### config.mk
export PLATFORM = sky130hd
export DESIGN_NAME = uart_rx_buffer
export DESIGN_NICKNAME = d
export VERILOG_FILES = /design/src/rtl/uart_pkg.sv /design/src/rtl/uart_rx_mem.sv /design/src/rtl/uart_rx_buffer.sv
export SDC_FILE = /design/constraint.sdc
export NUM_CORES = 1
export LEC_CHECK = 0
export ABC_CLOCK_PERIOD_IN_PS = 9300
export CORE_MARGIN = 2
export CORE_UTILIZATION = 30
export DETAILED_ROUTE_END_ITERATION = 6
export PLACE_DENSITY_LB_ADDON = 0.08
export SYNTH_ARGS = -nofsm -noshare
export SYNTH_HDL_FRONTEND = slang
export SYNTH_SLANG_ARGS = --single-unit
### constraint.sdc
create_clock -name clk -period 9.3 [get_ports clk]
set_clock_uncertainty 0.1 [all_clocks]
set_input_delay 1.86 -clock clk [delete_from_list [all_inputs] [get_ports clk]]
set_output_delay 1.86 -clock clk [all_outputs]
set_load 0.05 [all_outputs]
### src/rtl/uart_pkg.sv
// Shared UART constants: byte width (also used on the TX side) and RX buffer defaults.
package uart_pkg;
  localparam int UART_BYTE_W        = 8;
  localparam int UART_RX_ADDR_WIDTH = 6;
  localparam int UART_RX_RTS_MARGIN = 8;
endpackage

### src/rtl/uart_rx_mem.sv
// Simple dual-port RAM with a synchronous write port and a synchronous read port.
// Read-before-write on address collision; the buffer handles collisions with its own bypass.
module uart_rx_mem #(
  parameter int AW = 6,
  parameter int DW = 8
) (
  input  logic          clk,
  input  logic          we,
  input  logic [AW-1:0] waddr,
  input  logic [DW-1:0] wdata,
  input  logic [AW-1:0] raddr,
  output logic [DW-1:0] rdata
);
  logic [DW-1:0] mem [0:(1<<AW)-1];

  always_ff @(posedge clk) begin
    if (we) mem[waddr] <= wdata;
    rdata <= mem[raddr];
  end
endmodule

### src/rtl/uart_rx_buffer.sv
// FWFT circular RX byte buffer: 1-cycle push-to-head latency, head valid the cycle after a pop.
// No backpressure on rx_byte (full drops and sets sticky overflow); UART_RX_FLOW_CTRL_EN adds uart_rts_n.
module uart_rx_buffer
  import uart_pkg::*;
#(
  parameter int ADDR_WIDTH = UART_RX_ADDR_WIDTH
`ifdef UART_RX_FLOW_CTRL_EN
  , parameter int RTS_MARGIN = UART_RX_RTS_MARGIN
`endif
) (
  input  logic                   clk,
  input  logic                   resetn,
  input  logic [UART_BYTE_W-1:0] rx_byte,
  input  logic                   rx_byte_valid,
  output logic [UART_BYTE_W-1:0] uart_rx_data,
  output logic                   uart_rx_empty,
  input  logic                   uart_rx_rd_en,
  output logic                   rx_full,
  output logic [ADDR_WIDTH:0]    rx_level,
  output logic                   rx_overflow,
  input  logic                   rx_overflow_clr
`ifdef UART_RX_FLOW_CTRL_EN
  , output logic                 uart_rts_n
`endif
);
  localparam int PW    = ADDR_WIDTH + 1;
  localparam int DEPTH = 1 << ADDR_WIDTH;

  logic [PW-1:0]          wr_ptr, rd_ptr, wr_next, rd_next, level_next;
  logic                   empty_q, full_q, ovf_q, use_ram_q;
  logic [PW-1:0]          level_q;
  logic [UART_BYTE_W-1:0] data_q, ram_rdata;
  logic                   push_ok, pop_ok, ovf_set, byp;

  always_comb begin
    pop_ok     = uart_rx_rd_en && !empty_q;
    push_ok    = rx_byte_valid && (!full_q || pop_ok);
    ovf_set    = rx_byte_valid && full_q && !pop_ok;
    wr_next    = wr_ptr + PW'(push_ok);
    rd_next    = rd_ptr + PW'(pop_ok);
    level_next = wr_next - rd_next;
    // The pushed byte becomes the new head: RAM cannot return it this edge.
    byp        = push_ok && (wr_ptr[ADDR_WIDTH-1:0] == rd_next[ADDR_WIDTH-1:0]);
  end

  uart_rx_mem #(.AW(ADDR_WIDTH), .DW(UART_BYTE_W)) u_mem (
    .clk   (clk),
    .we    (push_ok),
    .waddr (wr_ptr[ADDR_WIDTH-1:0]),
    .wdata (rx_byte),
    .raddr (rd_next[ADDR_WIDTH-1:0]),
    .rdata (ram_rdata)
  );

  always_ff @(posedge clk) begin
    if (!resetn) begin
      wr_ptr    <= '0;
      rd_ptr    <= '0;
      level_q   <= '0;
      empty_q   <= 1'b1;
      full_q    <= 1'b0;
      ovf_q     <= 1'b0;
      data_q    <= '0;
      use_ram_q <= 1'b0;
    end else begin
      wr_ptr  <= wr_next;
      rd_ptr  <= rd_next;
      level_q <= level_next;
      empty_q <= (wr_next == rd_next);
      full_q  <= (level_next == PW'(DEPTH));
      if (ovf_set)              ovf_q <= 1'b1;
      else if (rx_overflow_clr) ovf_q <= 1'b0;
      if (byp) begin
        data_q    <= rx_byte;
        use_ram_q <= 1'b0;
      end else if (pop_ok) begin
        // Popping the last byte: freeze the displayed value instead of stale RAM data.
        if (wr_next == rd_next) begin
          data_q    <= uart_rx_data;
          use_ram_q <= 1'b0;
        end else begin
          use_ram_q <= 1'b1;
        end
      end
    end
  end

  assign uart_rx_data  = use_ram_q ? ram_rdata : data_q;
  assign uart_rx_empty = empty_q;
  assign rx_full       = full_q;
  assign rx_level      = level_q;
  assign rx_overflow   = ovf_q;

`ifdef UART_RX_FLOW_CTRL_EN
  logic [PW-1:0] free_cnt;
  assign free_cnt = PW'(DEPTH) - level_q;

  always_ff @(posedge clk) begin
    if (!resetn)                             uart_rts_n <= 1'b0;
    else if (free_cnt <= PW'(RTS_MARGIN))    uart_rts_n <= 1'b1;
    else if (free_cnt >= PW'(2*RTS_MARGIN))  uart_rts_n <= 1'b0;
  end
`endif
endmodule

* Yosys cells after proc, flatten, opt, wreduce, memory -nomap -nowiden
Memories as Yosys holds them, arrays and structs flattened. A register that Yosys moved wholly into a read port is not among the register bits. Cells that the tools add are included.
Storage, ports and cells: bits in writable memories 512, word-level logic and storage cells 39, bits in registers 33, memories kept 1, output and inout port bits 18, input port bits 13
Operators by class: reduce and logical (&&, ||, !) cells 14, eq/ne operators 3, bitwise operators 1, mux-type cells 9, $add $sub $neg 3
Memory list:
- u_mem.mem | words 64, width 8, rd ports 1, clocked after memory_dff 1, write ports 1, RTL line uart_rx_mem.sv:14 | logic [DW-1:0] mem [0:(1<<AW)-1];
Operator list (number):
- two-way mux 8 bit | 4
- adder 7 x 1 -> 7 bit | 2
- == test 7 bit | 1
- == test 7 bit (second input constant) | 1
- subtractor 7 bit | 1
- == test 6 bit | 1
- nonzero test 2 bit | 3
- logical AND 1 bit | 5
- two-way mux 1 bit | 5
- logical NOT 1 bit | 3
- AND reduction 2 bit | 1
- OR reduction 2 bit | 1
- logical OR 1 bit | 1
- inverter 1 bit | 1

* Depth between registers and ports, before layout
Gate-level depths: netlist (run 1).
depth after elaboration 9, gate-level depth with buffers 16, mapped depth without buffers 13

* By module
A second synthesis (run 1) with hierarchy kept.
Unflattened totals: cell total of the unflattened synthesis 1106, area total of the unflattened synthesis 21853.5 um2
By module, submodules not included:
- uart_rx_mem | cells an instance 940, instances 1, area each 20166.8 um2, sequential area each 15534.9 um2
- uart_rx_buffer | cells an instance 166, instances 1, area each 1686.6 um2, sequential area each 660.6 um2

* Worst setup path after synthesis (run 1)
Ideal clock, no wire load.
kind input -> register, start input port uart_rx_rd_en, end register full_q (netlist: rx_full), path slack 4.461 ns, required time 9.083 ns, data arrival time 4.622 ns, setup time 0.117 ns, cell stages on the path 16, buffers on the path 3, cell sequence nand2b_1 inv_1 ha_1 ha_1 clkbuf_1 buf_2 buf_1 inv_1 ha_1 nor2b_1 o21ai_0 nand2b_1 a21o_1 a21oi_1 xnor2_1 and4b_1
Between the ends: elaborated cells between the ends (all ways) 7, classes of those cells 3 x add/sub; 1 x eq/ne; 3 x reduce/logical
RTL lines:
- start: declaration | RTL line uart_rx_buffer.sv:17 | input logic uart_rx_rd_en,
- logical AND 1 bit | RTL line uart_rx_buffer.sv:36 | pop_ok = uart_rx_rd_en && !empty_q;
- named net pop_ok | RTL line uart_rx_buffer.sv:33 | logic push_ok, pop_ok, ovf_set, byp;
- adder 7 x 1 -> 7 bit | RTL line uart_rx_buffer.sv:40 | rd_next = rd_ptr + PW'(pop_ok);
- named net rd_next[1] | RTL line uart_rx_buffer.sv:29 | logic [PW-1:0] wr_ptr, rd_ptr, wr_next, rd_next, level_next;
- subtractor 7 bit | RTL line uart_rx_buffer.sv:41 | level_next = wr_next - rd_next;
- == test 7 bit | RTL line uart_rx_buffer.sv:70 | full_q <= (level_next == PW'(DEPTH));
- end signal: assignment | RTL line uart_rx_buffer.sv:70
- end: declaration | RTL line uart_rx_buffer.sv:30 | logic empty_q, full_q, ovf_q, use_ram_q;
The timed path passes the listed nets, and every way through them passes these cells. A chain may end at the register's enable or synchronous reset.

* Final worst setup path (run 1)
start input port uart_rx_rd_en, end register full_q (netlist: rx_full)
Between the ends: word-level cells in the longest chain between the ends 6, elaborated cells between the ends (all ways) 7, classes of those cells 3 x add/sub; 1 x eq/ne; 3 x reduce/logical
Ends and longest elaborated chain:
- logical AND 1 bit * | RTL line uart_rx_buffer.sv:36
- named net pop_ok | RTL line uart_rx_buffer.sv:33
- logical OR 1 bit | RTL line uart_rx_buffer.sv:37 | push_ok = rx_byte_valid && (!full_q || pop_ok);
- logical AND 1 bit | RTL line uart_rx_buffer.sv:37
- adder 7 x 1 -> 7 bit | RTL line uart_rx_buffer.sv:39 | wr_next = wr_ptr + PW'(push_ok);
- subtractor 7 bit * | RTL line uart_rx_buffer.sv:41
- == test 7 bit * | RTL line uart_rx_buffer.sv:70
Mark *: on every way through the listed nets, which the timed path passes. The rest lies on a longest branch.

==> summary.txt, run 1 <==
Run
  • Max-cap violations: 0

Floorplan
  • Die Ht: 275 microns
  • Row cnt: 99
  • I/O pins: 31
  • Core Region: 72700 sq um
  • Die area: between 70000 and 80000 sq um
  • Initial Utilization: 0.302
  • Die width: 275 microns

Global routing
  • Antenna violations before repair: 0
  • Vias in the first global route: 11100
  • GRT Overall Usage: 0.151
  • Total grt overflow: 0
  • First-pass GRT wire length: just over 80 mm
  • Largest net degree at the start of global routing: 115

Yosys
  • Synth Register Bits: 553
  • Cells after Synth: roughly 1200
  • Fraction of registers with async set/reset: 0
  • Avg Inst Size Synth: 18.8 sq um
  • Post-synthesis mux area share: 0.139
  • Post-synth EDFFs: 512
  • Largest family of logic cells by synthesized area: multiplexers
  • Seq/Total Area, Yosys: 0.738
  • Cell Area, Synth: 22000 sq um
  • XOR/XNOR Fraction of Synth Area: 0.0106
  • Syn_nets: 1193
  • Synth unique cells: 51
  • Synth Area in Compound Gates: 0.0292
  • Main flop type after synthesis: edfxtp_1
  • YS warnings: 0
  • Synth Area in Simple Gates: 0.0583
  • Adder-Cell Fraction of Synth Area: 0.00661

Critical path
  • Critical path's largest stage delay: 0.53 ns
  • Max FO, Critical Path: 33
  • Crit Path Class: in -> reg
  • Worst Path Required: 9.75 ns
  • Nature of the critical path startpoint: input pin
  • WP data arrival: about 5.8 ns
  • Critical path's slowest cell: inv_2
  • Critical path, cell by cell: clkdlybuf4s50_1 > nand2b_1 > inv_1 > ha_4 > ha_4 > xor2_4 > buf_4 > inv_2 > buf_4 > ha_1 > a21o_1 > a21oi_1 > o21bai_1 > a21oi_1 > xnor2_1 > and4b_1
  • Crit end category: flip-flop

Power
  • PwrDens: 242 nW/um^2
  • Total power: 0.00610 W
  • Worst vdd ir: 0.135 mV
  • Sw frac: 0.246
  • P_int: approximately 0.0046 W
  • Sequential Power Share: 0.455
  • P_sw: 0.00150 W
  • Clock power share: 0.393
  • Combinational share of power: 0.151
  • Lkg Pwr: 7.82 nW

Drt
  • DR vias/cell: around 4.8
  • Drt wl/cell: around 25 microns
  • WL final: about 56 mm
  • Residual DRC: 0
  • Antenna-violating nets left: 0
  • Via count: 10600
  • Pre-antenna DRT Iters: 5
  • DRT iter0 DRCs: 774

Final layout
  • Register area: approximately 16000 sq um
  • Area occupied by multi-input gates: 5410 sq um
  • Layout area overhead: 14.8%
  • Commonest non-fill, non-tap cell in the layout: edfxtp_1
  • Commonest non-fill, non-tap cells in the layout: edfxtp_1 (512), mux4_2 (128), nand2_1 (125), nor2_1 (72), clkbuf_16 (63)
  • Final nets: ~1200
  • Fill cells: 6805
  • Layout cells sized above 1: 0.213
  • Final core occ: 0.347

Timing
  • # setup viols final: 0
  • Crit path time final: 5.31 ns
  • Final Hold Vio Count: 0
  • RSZ-0062 raised after global routing: false
  • Setup tns final: 0 ns
  • F_max: 188 MHz
  • Slew of the pin with the lowest slew margin: 1.07 ns
  • Fin crit share: 0.571
  • Slew Limit Fails: 0
  • Max_slew headroom: 0.285

Clock network
  • Post-CTS Hold Fix Bufs: 0
  • TritonCTS Buffers: 61
  • Clock transition at path regs: 0.06 ns
  • Setup repair bufs after CTS: 0
  • CTS Buffer Depth: 3
  • CTS tree: built
  • Worst skew pair latency: 0.61 ns
  • Post-CTS Resized: 0
  • Clock sinks: 553
  • CTS H-tree lvls: 2
  • CTS root buffer: clkbuf_16

Placed design
  • Final RePlAce weighted congestion: 0.706
  • Placed wire-length estimate: approximately 32 mm
  • Port Buffers: 30

Hold path
  • HP Class: reg -> reg

Outcome
  • Status: finished, final reports clean
==> metrics by stage <==
stage / hold WS (ns) / worst slack (ns) / std cells / instance area (sq um)
4_1_cts: 0.374 / 3.98 / 2219 / 25200
2_1_floorplan: 0.343 / 4.46 / 1169 / 22000
6_report: 0.371 / 3.99 / 2220 / 25200
5_1_grt: 0.377 / 3.74 / 2219 / 25200
3_3_place_gp: 0.355 / 3.33 / 2108 / 23200
3_5_place_dp: 0.356 / 3.33 / 2108 / 23200
==> cell usage after synthesis, drive strengths merged, types with 3 or more instances <==
cell | n | share of area
a211oi | 16 | 0.0055
a21oi | 3 | 0.00068
a221o | 8 | 0.0036
a31oi | 17 | 0.0055
and2 | 31 | 0.0089
buf | 43 | 0.013
clkbuf | 23 | 0.0039
dfxtp | 41 | 0.037
edfxtp | 512 | 0.70
ha | 10 | 0.0057
inv | 8 | 0.0014
mux2 | 8 | 0.0041
mux2i | 8 | 0.0036
mux4 | 128 | 0.13
nand2 | 125 | 0.021
nand2b | 3 | 0.0012
nand3 | 25 | 0.0059
nand4 | 3 | 0.00085
nor2 | 72 | 0.012
nor2b | 11 | 0.0031
o21ai | 17 | 0.0039
o22ai | 8 | 0.0023
o2bb2ai | 8 | 0.0055
xnor2 | 15 | 0.0068
xor2 | 6 | 0.0027
==> critical path, delay by kind of cell <==
kind                     cells  cell delay (ns)
buffers and inverters        5             1.81
adder cells (fa/ha/maj)      3             0.73
AO/OA/AOI/OAI                4             0.67
AND/OR/NAND/NOR              2             0.34
XOR/XNOR                     2             0.29
==> power groups by stage <==
stage          Clock, W  Sequential [W]  Combinational, W
6_report        0.00240         0.00278          0.000922
5_1_grt         0.00257         0.00278           0.00100
4_1_cts         0.00247         0.00278          0.000958
3_5_place_dp          0         0.00283          0.000956
3_3_place_gp          0         0.00283          0.000962
2_1_floorplan         0         0.00285          0.000658
==> kinds of logic (layout without fill, tap and decap cells) <==
group | count (synthesis) | in the layout
DFF | 553 | 553
and+or+nand+nor | 282 | 282
muxes | 144 | 144
AOI/OAI and AO/OA | 83 | 83
buffers and inverters | 74 | 165
xor gates and xnor gates | 22 | 22
adders and majority gates | 11 | 11
other | 0 | 1
==> cell type report <==
class | count | area share
clock buffer | 87 | 0.0680
sequential | 553 | 0.642
tap | 959 | 0.0476
timing repair buffer | 46 | 0.0161
clock inverter | 24 | 0.0105
multi-input combinational | 542 | 0.214
inverter | 8 | 0.00119
antenna | 1 | 0.0000992
==> flip-flops by register name, indices dropped and copies added, names as in the netlist <==
name           count
rx_overflow        1
rx_level           7
use_ram_q          1
rd_ptr             7
data_q             8
uart_rx_empty      1
u_mem.mem        512
wr_ptr             7
u_mem.rdata        8
rx_full            1
==> metal layers <==
metal,track usage,vias up,part of all wire
met2,0.239,207,0.46
met4,0.0396,0,0.023
li1,-,4721,-
met1,0.218,5604,0.47
met3,0.0232,83,0.038
met5,0,-,0
==> path summary, 6_finish.rpt <==
kind / start / to / slack [ns] / cells after the start
worst max register to register: uart_rx_empty / rx_full / 5.30 / 15
worst min-delay path: data_q[5] / data_q[5] / 0.37 / 1
worst min register to register: data_q[5] / data_q[5] / 0.37 / 1
worst max-delay path: uart_rx_rd_en / rx_full / 3.99 / 16
Note: power is estimated with default switching activity, not from simulation.
==> inputs of run 2 (changes only) <==
--- a/config.mk
+++ b/config.mk
@@ -5,7 +5,7 @@
 export SDC_FILE = /design/constraint.sdc
 export NUM_CORES = 1
 export LEC_CHECK = 0
-export ABC_CLOCK_PERIOD_IN_PS = 9300
+export ABC_CLOCK_PERIOD_IN_PS = 5100
 export CORE_MARGIN = 2
 export CORE_UTILIZATION = 30
 export DETAILED_ROUTE_END_ITERATION = 6
==> constraint.sdc (replaced) <==
create_clock -name clk -period 5.1 [get_ports clk]
set_clock_uncertainty 0.1 [all_clocks]
set_input_delay 1.02 -clock clk [delete_from_list [all_inputs] [get_ports clk]]
set_output_delay 1.02 -clock clk [all_outputs]
set_load 0.05 [all_outputs]
==> run 2 against run 1 <==
Effect of this change:
- die area did not move
- sequential power is 82% higher
- via count increased by 4.0%
- global-route usage increased by 0.64 points
- count of clock-buffer cells in the layout shrank 9
- non-clock buffer count rose by 91
- sequential cell count unchanged
- largest power group unchanged
- register-to-register slack got worse by 3.6 ns
==> summary.txt, run 2 (synthesized netlist as in run 1, its figures left out) <==
Final layout
  • Max reg flops: 512
  • Biggest regs: u_mem.mem: 512 flops, data_q: 8 flops, u_mem.rdata: 8 flops
  • Layout cells sized above 1: 0.263
  • Fill cells: around 6800
  • Biggest register: u_mem.mem
  • Layout area overhead: 18.4%
  • Commonest non-fill, non-tap cell in the layout: edfxtp_1
  • Commonest non-fill, non-tap cells in the layout: edfxtp_1 (512), mux4_2 (128), nand2_1 (125), buf_4 (96), nor2_1 (72)
  • Final core occ: 0.358
  • Final nets: 1327
  • Fin cells: ~2300

Clock network
  • Setup repair bufs after CTS: 0
  • Clock sinks: 553
  • CTS Buffer Depth: 3
  • Post-CTS Hold Fix Bufs: 0
  • TritonCTS Buffers: 61
  • CTS H-tree lvls: 2
  • CTS tree: built
  • CTS root buffer: clkbuf_16
  • Clock transition at path regs: 0.06 ns
  • Post-CTS Resized: 0
  • Worst skew pair latency: just over 0.6 ns

Timing
  • Slew of the pin with the lowest slew margin: 0.875 ns
  • RSZ-0062 raised after global routing: false
  • # setup viols final: 0
  • Crit path time final: 3.88 ns
  • Max_slew headroom: 0.415
  • F_max: around 260 MHz
  • Slew Limit Fails: 0
  • Fin crit share: 0.760
  • Final Hold Vio Count: 0
  • Hold Worst Slack: 0.370 ns
  • Setup tns final: 0 ns

Hold path
  • HP Class: reg -> reg
  • WHS Path Cells: 1

Global routing
  • Total grt overflow: 0
  • GRT Overall Usage: 0.158
  • First-pass GRT wire length: 85.5 mm
  • Vias in the first global route: 11800
  • Antenna violations before repair: 0
  • Largest net degree at the start of global routing: 67

Critical path
  • Reg2Reg Depth: 11
  • Crit end category: flip-flop
  • WP data arrival: 4.28 ns
  • Crit Path Class: in -> reg
  • Critical path's slowest cell: mux4_2
  • Critical path, cell by cell: clkdlybuf4s50_1 > nand2b_1 > inv_1 > ha_4 > buf_12 > buf_12 > mux4_2 > nand2_1 > nand2_1 > o21ai_0 > o22ai_1 > a221o_1
  • Critical path's largest stage delay: 0.52 ns
  • Nature of the critical path startpoint: input pin
  • Worst Path Required: 5.51 ns
  • CP top delay family: buffers and inverters
  • CP Depth: 12
  • Max FO, Critical Path: 17
  • Crit path buf inv count: 4
  • Flop2flop setup slack: approximately 1.7 ns

Drt
  • Drt wl/cell: between 20 and 30 microns
  • DR vias/cell: 4.77
  • Via count: 11000
  • WL final: 58.5 mm
  • Antenna-violating nets left: 0
  • DRT iter0 DRCs: 744
  • Pre-antenna DRT Iters: 5
  • Residual DRC: 0

Floorplan
  • Row cnt: between 90 and 100
  • I/O pins: 31
  • Initial Utilization: 0.302
  • Die area: 75400 sq um
  • Core Region: 72700 sq um
  • Die width: 275 microns
  • Die Ht: 275 microns

Power
  • Worst vdd ir: 0.250 mV
  • Lkg Pwr: 8.31 nW
  • Total power: 0.0112 W
  • Clock power share: 0.390
  • PwrDens: 431 nW/um^2
  • Combinational share of power: 0.158
  • P_int: 0.00842 W
  • Sequential Power Share: 0.452
  • Sw frac: 0.249
  • P_sw: 0.00279 W

Placed design
  • Dpl cells: 2199
  • Placed wire-length estimate: 36.4 mm
  • Final RePlAce weighted congestion: 0.719
  • Port Buffers: 30

Outcome
  • Status: finished, final reports clean

Run
  • Max-cap violations: 0
==> run 2: cell types whose count changed in the layout (fill, tap and decap cells not counted) <==
cell and change:
buf_12 +9, buf_4 +82, bufinv_16 +1, clkbuf_1 -2, clkbuf_16 -1, clkbuf_4 -2, clkbuf_8 -4, clkinv_1 +7
clkinv_2 -2, clkinv_4 +2, clkinv_8 +1, clkinvlp_4 +3, inv_6 -1
==> run 2: path summary, 6_finish.rpt <==
| path | start | to |
|---|---|---|
| setup / recovery | uart_rx_rd_en | u_mem.rdata[2] |
| hold / removal | data_q[6] | data_q[6] |
| setup reg to reg | uart_rx_empty | u_mem.rdata[2] |
| hold reg to reg | data_q[6] | data_q[6] |
==> run 2: power groups by stage <==
| stage | sequential, W | clock [W] | combinational [W] |
|---|---|---|---|
| 2_1_floorplan | 0.00519 | 0 | 0.00120 |
| 3_3_place_gp | 0.00517 | 0 | 0.00183 |
| 3_5_place_dp | 0.00517 | 0 | 0.00183 |
| 4_1_cts | 0.00507 | 0.00450 | 0.00183 |
| 5_1_grt | 0.00507 | 0.00466 | 0.00192 |
| 6_report | 0.00507 | 0.00437 | 0.00177 |
==> run 2: layout make-up <==
cell class | instances | area, sq um | share of cell area
diodes | 1 | 2.50 | 0.0000962
clock buffers | 78 | 1610 | 0.0620
clock inverters | 35 | 358 | 0.0138
inverters | 8 | 30.0 | 0.00115
multi-input cells | 542 | 5410 | 0.208
flip-flops and latches | 553 | 16200 | 0.623
well taps | 959 | 1200 | 0.0461
repair buffers | 137 | 1200 | 0.0462
==> run 2: routing by layer <==
layer  share of wire  global-route usage  up-vias
li1                -                   -     4907
met1            0.47               0.221     5847
met2            0.47               0.254      201
met3           0.037              0.0261       86
met4           0.024              0.0428        0
met5               0                   0        -
==> run 2: through the flow <==
step	worst slack [ns]	cell area [sq um]
global route	1.09	26000
detailed placement	0.510	24000
floorplan	1.10	22000
global placement	0.530	24000
finish	1.22	26000
CTS	1.18	26000
==> inputs of run 3 (changes only) <==
--- a/config.mk
+++ b/config.mk
@@ -5,7 +5,7 @@
 export SDC_FILE = /design/constraint.sdc
 export NUM_CORES = 1
 export LEC_CHECK = 0
-export ABC_CLOCK_PERIOD_IN_PS = 5100
+export ABC_CLOCK_PERIOD_IN_PS = 3310
 export CORE_MARGIN = 2
 export CORE_UTILIZATION = 30
 export DETAILED_ROUTE_END_ITERATION = 6
==> constraint.sdc (replaced) <==
create_clock -name clk -period 3.31 [get_ports clk]
set_clock_uncertainty 0.1 [all_clocks]
set_input_delay 0.662 -clock clk [delete_from_list [all_inputs] [get_ports clk]]
set_output_delay 0.662 -clock clk [all_outputs]
set_load 0.05 [all_outputs]
==> run 3 against run 2 <==
Effect of this change:
- die area unchanged
- sequential share of layout area decreased by 1.9 points
- final area increased by 3.1%
- critical path depth decreased by 2
- combinational power increased by 70%
- power increased by 56%
- clock power increased by 53%
- non-clock buffer count increased by 81
- global-route usage increased by 0.14 points
- worst hold slack improved by 0.0010 ns
- critical path type unchanged
- critical endpoint is now u_mem.rdata[7]
- largest cell class unchanged
==> summary.txt, run 3 (synthesized netlist as in run 1, its figures left out) <==
Global routing
  • Met3 Use GR: 0.0235
  • First-pass GRT wire length: approximately 85 mm
  • GR met1 Demand/Resource: 0.231
  • Gr busiest metal: met2
  • GRT Overall Usage: 0.159
  • Largest net degree at the start of global routing: 66
  • Total grt overflow: 0
  • Antenna violations before repair: 1
  • Met2 GRT Util: 0.248
  • Vias in the first global route: 11800

Final layout
  • Biggest register: u_mem.mem
  • Biggest regs: u_mem.mem: 512 flops, data_q: 8 flops, u_mem.rdata: 8 flops
  • Commonest non-fill, non-tap cell in the layout: edfxtp_1
  • Final nets: 1413
  • Commonest non-fill, non-tap cells in the layout: edfxtp_1 (512), buf_4 (162), mux4_2 (128), nand2_1 (125), nor2_1 (72)
  • Layout cells sized above 1: 0.309
  • Layout area overhead: 22.1%
  • Fill cells: 6763
  • Max reg flops: 512

Critical path
  • Critical Path Most Common Cell: buf_16
  • Worst Path Required: 3.68 ns
  • Max FO, Critical Path: 19
  • Critical path, cell by cell: clkdlybuf4s50_1 > nand2b_1 > inv_2 > ha_4 > buf_16 > buf_16 > mux4_2 > a211oi_1 > a31oi_1 > a221o_1
  • Crit Path Class: in -> reg
  • CP top delay family: buffers and inverters
  • Crit end category: flip-flop
  • Critical path's largest stage delay: 0.55 ns
  • Critical path's slowest cell: mux4_2
  • Crit path buf inv count: 4
  • WP data arrival: 3.59 ns
  • Nature of the critical path startpoint: input pin

Floorplan
  • Die width: between 200 and 300 microns
  • Die Ht: 275 microns
  • Initial Utilization: 0.302
  • Row cnt: 99
  • Die area: 75400 sq um
  • I/O pins: 31
  • Core Region: 72700 sq um

Drt
  • DR vias/cell: 4.71
  • Pre-antenna DRT Iters: 4
  • Antenna-violating nets left: 0
  • WL final: 58.5 mm
  • Via count: 11300
  • Drt wl/cell: 24.5 microns
  • Residual DRC: 0
  • DRT iter0 DRCs: around 910

Power
  • Lkg Pwr: 8.76 nW
  • Worst vdd ir: 0.375 mV
  • PwrDens: ~650 nW/um^2
  • Total power: 0.0175 W

Timing
  • Slew of the pin with the lowest slew margin: about 0.79 ns
  • Max_slew headroom: 0.473
  • # setup viols final: 0
  • Final Hold Vio Count: 0
  • Fin crit share: 0.973
  • Crit path time final: 3.22 ns
  • Slew Limit Fails: 0
  • RSZ-0062 raised after global routing: false
  • F_max: 311 MHz
  • Hold Worst Slack: 0.371 ns

Clock network
  • CTS H-tree lvls: 3
  • Post-CTS Hold Fix Bufs: 0
  • CTS tree: built
  • Worst skew pair latency: 0.60 ns
  • TritonCTS Buffers: 66
  • Clock transition at path regs: 0.06 ns
  • Clock sinks: 553
  • CTS root buffer: clkbuf_16
  • CTS Buffer Depth: 3

Outcome
  • Status: finished, final reports clean

Placed design
  • Final RePlAce weighted congestion: approximately 0.77
  • Placed wire-length estimate: 37.7 mm
  • Port Buffers: 30

Hold path
  • HP Class: reg -> reg

Run
  • Max-cap violations: 0
-- run 3: changes by cell type in the layout (fill, tap and decap cells not counted), moves of 4 or more --
cell	change
buf_12	+11
buf_4	+66
bufinv_16	-5
clkbuf_16	+5
clkinv_1	-4
inv_6	+4
-- run 3: path summary, 6_finish.rpt --
kind                 start              to  slack [ns]  cells past startpoint
max          uart_rx_rd_en  u_mem.rdata[7]        0.09                     10
min              data_q[4]       data_q[4]        0.37                      1
max reg2reg  uart_rx_empty  u_mem.rdata[7]        0.21                      9
min reg2reg      data_q[4]       data_q[4]        0.37                      1
-- run 3: worst reg2reg max path, stage by stage, from the launching register on --
cell and delay (ns):
dfxtp_2 0.32, nand2b_1 0.19, inv_2 0.10, ha_4 0.38
buf_16 0.22, buf_16 0.25, mux4_2 0.56, a211oi_1 0.36
a31oi_1 0.11, a221o_1 0.38
-- run 3: report_power, final --
part	internal (W)	leakage (nW)	switching, W	total (W)
Clock	0.00388	0.946	0.00281	0.00670
Combinational	0.00148	2.88	0.00153	0.00301
Sequential	0.00774	4.94	0.0000737	0.00781
Total	0.0131	8.76	0.00442	0.0175
-- run 3: stage by stage --
stage          cell area [sq um]  cells  TNS [ns]  utilization  setup slack, ns
2_1_floorplan              22000   1169         0            -          0.00975
3_3_place_gp               24800   2279     -9.32        0.341           -0.602
3_5_place_dp               24800   2279     -9.05        0.341           -0.586
4_1_cts                    26800   2392         0        0.368           0.0456
5_1_grt                    26800   2393         0        0.369         0.000975
6_report                   26800   2394         0        0.369           0.0903
-- run 3: cell type report --
class	count	area, sq um	share of cell area
antenna	1	2.50	0.0000933
clock inverter	27	216	0.00807
timing repair buffer	218	1990	0.0744
multi-input combinational	542	5420	0.202
tap	959	1200	0.0448
clock buffer	86	1750	0.0652
inverter	8	30.0	0.00112
sequential	553	16200	0.604
-- run 3: repair_timing --
action	CTS	global route
gates resized for setup	0	11
buffers inserted	0	1
endpoints found under the setup margin	0	9
-- run 3: per-layer routing --
metal | wire, microns | vias to the layer above
met3 | 2060 | 62
met5 | 0 | -
met1 | 28400 | 5929
met4 | 990 | 0
met2 | 27100 | 201
li1 | - | 5080
